[src/rtl/message_scroller.sv]
// Sliding 4-character window over a fixed 16-character message, advanced on a
// programmable interval (RUN) or by manual step pulses (PAUSED).
module message_scroller #(
  parameter int SCROLL_TICKS = 1562500,
  parameter int CNT_W        = 21
) (
  input  logic        clk,
  input  logic        reset,
  input  logic        start,
  input  logic        pause,
  input  logic        step,
  input  logic        dir,
  output logic [15:0] message,
  output logic        msg_valid,
  output logic [3:0]  position,
  output logic        running
);

  typedef enum logic [1:0] {IDLE, RUN, PAUSED} state_t;

  localparam logic [CNT_W-1:0] TERM = CNT_W'(SCROLL_TICKS - 1);

  state_t           r_state;
  logic [CNT_W-1:0] r_cnt;
  logic [3:0]       r_pos;
  logic [15:0]      r_msg;
  logic             r_vld;
  logic             r_run;
  logic [3:0]       w_adv;

  // The message ROM is the identity table char[i] = i, so each window slot
  // is simply its own index.
  function automatic logic [15:0] f_win(input logic [3:0] p);
    return {p, p + 4'd1, p + 4'd2, p + 4'd3};
  endfunction

  assign w_adv = dir ? r_pos - 4'd1 : r_pos + 4'd1;

  always_ff @(posedge clk or negedge reset) begin
    if (!reset) begin
      r_state <= IDLE;
      r_cnt   <= '0;
      r_pos   <= '0;
      r_msg   <= 16'h0123;
      r_vld   <= 1'b0;
      r_run   <= 1'b0;
    end else begin
      r_vld <= 1'b0;
      case (r_state)
        IDLE: begin
          if (start) begin
            r_state <= RUN;
            r_run   <= 1'b1;
            r_cnt   <= '0;
            r_pos   <= '0;
            r_msg   <= f_win(4'd0);
          end
        end
        RUN: begin
          if (start) begin
            r_cnt <= '0;
            r_pos <= '0;
            r_msg <= f_win(4'd0);
            r_vld <= 1'b1;
          end else if (pause) begin
            // Counter holds, so a tick lost to pause fires on the first RUN cycle after resume.
            r_state <= PAUSED;
            r_run   <= 1'b0;
          end else if (r_cnt == TERM) begin
            r_cnt <= '0;
            r_pos <= w_adv;
            r_msg <= f_win(w_adv);
            r_vld <= 1'b1;
          end else begin
            r_cnt <= r_cnt + 1'b1;
          end
        end
        PAUSED: begin
          if (start) begin
            r_state <= RUN;
            r_run   <= 1'b1;
            r_cnt   <= '0;
            r_pos   <= '0;
            r_msg   <= f_win(4'd0);
            r_vld   <= 1'b1;
          end else if (pause) begin
            r_state <= RUN;
            r_run   <= 1'b1;
          end else if (step) begin
            r_pos <= w_adv;
            r_msg <= f_win(w_adv);
            r_vld <= 1'b1;
          end
        end
        default: begin
          r_state <= IDLE;
          r_run   <= 1'b0;
        end
      endcase
    end
  end

  assign message   = r_msg;
  assign msg_valid = r_vld;
  assign position  = r_pos;
  assign running   = r_run;

endmodule
[config.mk]
export PLATFORM = sky130hd
export DESIGN_NAME = message_scroller
export DESIGN_NICKNAME = d
export VERILOG_FILES = /design/src/rtl/message_scroller.sv
export SDC_FILE = /design/constraint.sdc
export NUM_CORES = 1
export LEC_CHECK = 0
export ABC_CLOCK_PERIOD_IN_PS = 2500
export CAP_MARGIN = 10
export CORE_MARGIN = 2
export CORE_UTILIZATION = 56
export CTS_CLUSTER_SIZE = 40
export DETAILED_ROUTE_END_ITERATION = 6
export HOLD_SLACK_MARGIN = 0.05
export PLACE_DENSITY = 0.87
export SLEW_MARGIN = 30
export SYNTH_ARGS = -nofsm -noshare
export SYNTH_HDL_FRONTEND = slang
export SYNTH_SLANG_ARGS = --single-unit
[constraint.sdc]
create_clock -name clk -period 2.5 [get_ports clk]
set_input_delay 0.625 -clock clk [delete_from_list [all_inputs] [get_ports clk]]
set_output_delay 0.625 -clock clk [all_outputs]
set_load 0.005 [all_outputs]
==> metrics.md <==
| Metric | Value |
|---|---|
| Total negative slack | `0 ns` |
| Clock-pin slew on the worst setup and hold paths | `0.08 ns` |
| WS Path Type | `input pin to flop` |
| Post-synthesis sequential area ratio | `0.406` |
| Logic pwr share | `0.549` |
| P_leak | `1.26 nW` |
| Final instance area | `2870 um2` |
| Synthesized cell area | `about 2400 um2` |
| Worst-path maximum fanout | `3` |
| Path category of the worst min-delay check | `input pin to asynchronous set/reset pin` |
| CTS sink count | `39` |
| Ports | `28` |
| Die area | `4850 um2` |
| Worst path max stage delay | `0.42 ns` |
| Reg power frac | `0.294` |
| Period utilisation layout | `0.960` |
| TritonCTS clock tree | `yes` |
| Worst Path Arrival | `2.59 ns` |
| Crit-path slowest cell | `fa_1` |
| Syn Area/Cell | `10.1 um2` |
| Routed Wire Length | `between 5 and 6 mm` |
| DP Cell Count | `323` |
| Ys async rst share | `1.00` |
| Worst r2r src | `position[0]` |
| Clock root cell | `clkbuf_8` |
| Nets | `298` |
| Startpoint Class | `input pin` |
| Post-synth EDFFs | `0` |
| Hold Slack | `0.288 ns` |
| WP data required | `2.69 ns` |
| Crit path launch | `dir` |
| Inserted Diodes | `0` |
| Crit. End Element | `flop` |
| Post_cts resized | `1` |
| Clk pwr share | `0.157` |
| Status | `completed` |
| Slew Limit Fails | `0` |
| Via count | `1876` |
| Unrepaired setup endpoints after global routing | `no` |
| FMAX | `0.416 GHz` |
| GPL Wtd Cong | `0.888` |
| Htree depth | `2` |
| Total power | `3.01 mW` |
| Net Sw Frac | `0.358` |
| Clk Latency, worst-skew pair | `0.29 ns` |
| Die X | `approximately 70 um` |
| Placed Area | `between 2000 and 3000 um2` |
| Final ANT Viol Nets | `0` |
| Worst-margin pin slew | `0.590 ns` |
| Worst setup margin | `about 0.1 ns` |
| Vias per cell | `5.67` |
| Final Skew | `0.00742 ns` |
| Num rows | `23` |
| Syn nets | `257` |
| Cts bufs inserted | `5` |
| Post-DR wirelength/cell | `around 16 um` |
| Final non-filler cell total | `331` |
| Drc violations | `0` |
| Net Sw Power | `1.08 mW` |
| Initial Util | `0.591` |
| Max Cap Viol | `0` |
| Synth Flop Type | `dfrtp_1` |
| Flop2flop setup slack | `0.24 ns` |
| Grt total ovfl | `0` |
| Die H | `69.7 um` |
| Setup bufs post-CTS | `0` |
| Slew HR | `0.607` |
| Crit path time final | `2.40 ns` |
| Final core utilization | `0.701` |
| Worst r2r dst | `message[3]` |
| Place WS | `-0.424 ns` |
| # hold bufs at CTS | `0` |
| Yosys cell types | `53` |
| Yosys reg bits | `39` |
| Final setup violating endpoints | `0` |
| Internal Power | `1.93 mW` |
| Vias in the first global route | `about 1.9k` |
| Initial DRC Count | `138` |
| Cells on worst reg2reg path | `7` |
| Critical Path, Cell by Cell | `dlygate4sd2_1, fa_1, xor2_1, ha_1, nor2b_1, xnor3_2, nor2_1, mux2_4` |
| Peak VDD IR | `between 0.0004 and 0.0005 V` |
| First-pass GRT wire length | `9.27 mm` |
| Antenna violations before repair | `0` |
| Area growth from synthesis to layout | `18.7%` |
| Core ar. | `between 4000 and 5000 um2` |
| Synth Instances | `approximately 240` |
| Synth Warn # | `0` |
| Largest net degree at the start of global routing | `40` |
| Crit path to | `message[11]` |
| Final Hold Vio Count | `0` |
| P per Cell Area | `1050 nW/um2` |
| Share of cells above drive strength 1 | `0.160` |
| Final HPWL DP | `3.71 mm` |
| Input/output buffers | `27` |
| All-Layer GR Usage | `0.245` |
| First-pass iteration count of the detailed router | `4` |
| Deepest clock path buffer count | `2` |
## metal layers
metal | global-route usage | wire, um | vias up
li1 | - | - | 924
met1 | 0.330 | 2390 | 896
met2 | 0.386 | 2600 | 50
met3 | 0.0640 | 261 | 6
met4 | 0.0855 | 49 | 0
met5 | 0 | 0 | -
## placed cells by master (no fill, tap or decap), drive strengths merged, types with 3 or more instances in the layout
cell           count
mux2               5
o21ai             10
or4                4
mux2i              3
inv               15
nor3               9
xnor2             12
nand3              7
buf               19
ha                11
clkbuf             8
xor2               7
xnor3              3
nand2             19
nor2b              3
o2bb2ai            3
and2               4
dfstp              3
dfrtp             36
and3               4
a21oi             13
nor2              21
clkdlybuf4s50     25
and4               3
o211ai             3
nand4              6
## sequential cells by signal, summed over array words and instances, names as in the netlist
name       count
r_cnt         21
message       10
position       4
r_state        2
msg_valid      1
running        1
## power groups by stage
stage	Combinational, mW	Clock, mW	Sequential, mW
2_1_floorplan	1.07	0	0.893
3_3_place_gp	1.56	0	0.882
3_5_place_dp	1.62	0	0.893
4_1_cts	1.66	0.488	0.883
5_1_grt	1.79	0.521	0.904
6_report	1.65	0.472	0.886
## layout make-up
type / instances / area (um2)
Multi-Input combinational cell: 174 / 1260
Sequential cell: 39 / 980
Clock buffer: 8 / 100
Fill cell: 302 / 1220
Timing Repair Buffer: 45 / 402
Inverter: 15 / 56.3
Tap cell: 50 / 62.6
## worst max-delay path, delay by kind of cell
family / cells / cell delay [ns]
multiplexers: 1 / 0.25
XOR/XNOR: 2 / 0.51
AND/OR/NAND/NOR: 2 / 0.24
adder cells (fa/ha/maj): 2 / 0.68
buffers and inverters: 1 / 0.28
## Yosys cell counts, drive strengths merged (4+ instances only)
| cell type | count | share of area |
|---|---|---|
| a21oi | 13 | 0.027 |
| and2 | 4 | 0.011 |
| and3 | 4 | 0.011 |
| buf | 8 | 0.030 |
| dfrtp | 36 | 0.37 |
| ha | 11 | 0.057 |
| inv | 15 | 0.023 |
| mux2 | 5 | 0.028 |
| nand2 | 19 | 0.030 |
| nand3 | 7 | 0.015 |
| nand4 | 6 | 0.016 |
| nor2 | 21 | 0.033 |
| nor3 | 9 | 0.019 |
| o21ai | 10 | 0.022 |
| or4 | 4 | 0.014 |
| xnor2 | 12 | 0.044 |
| xor2 | 7 | 0.025 |
## how the worst min path moves through the flow
stage,endpoint,startpoint,slack (ns),cells after the start
finish,r_state[1],reset,0.29,1
global route,msg_valid,reset,0.32,1
CTS,r_cnt[0],reset,0.46,1
detailed placement,message[9],message[9],0.48,1
global placement,r_cnt[1],r_cnt[1],0.49,2
floorplan,message[10],reset,0.33,0
## kinds of logic after synthesis
family / count (synthesis) / share of synthesized area
buf+inv: 26 / 0.0705
xor+xnor: 22 / 0.0974
mux: 8 / 0.0404
fa+ha+maj: 12 / 0.0653
compound gates: 44 / 0.131
flops: 39 / 0.406
simple gates: 88 / 0.190
Note: power is estimated with default switching activity, not from simulation.
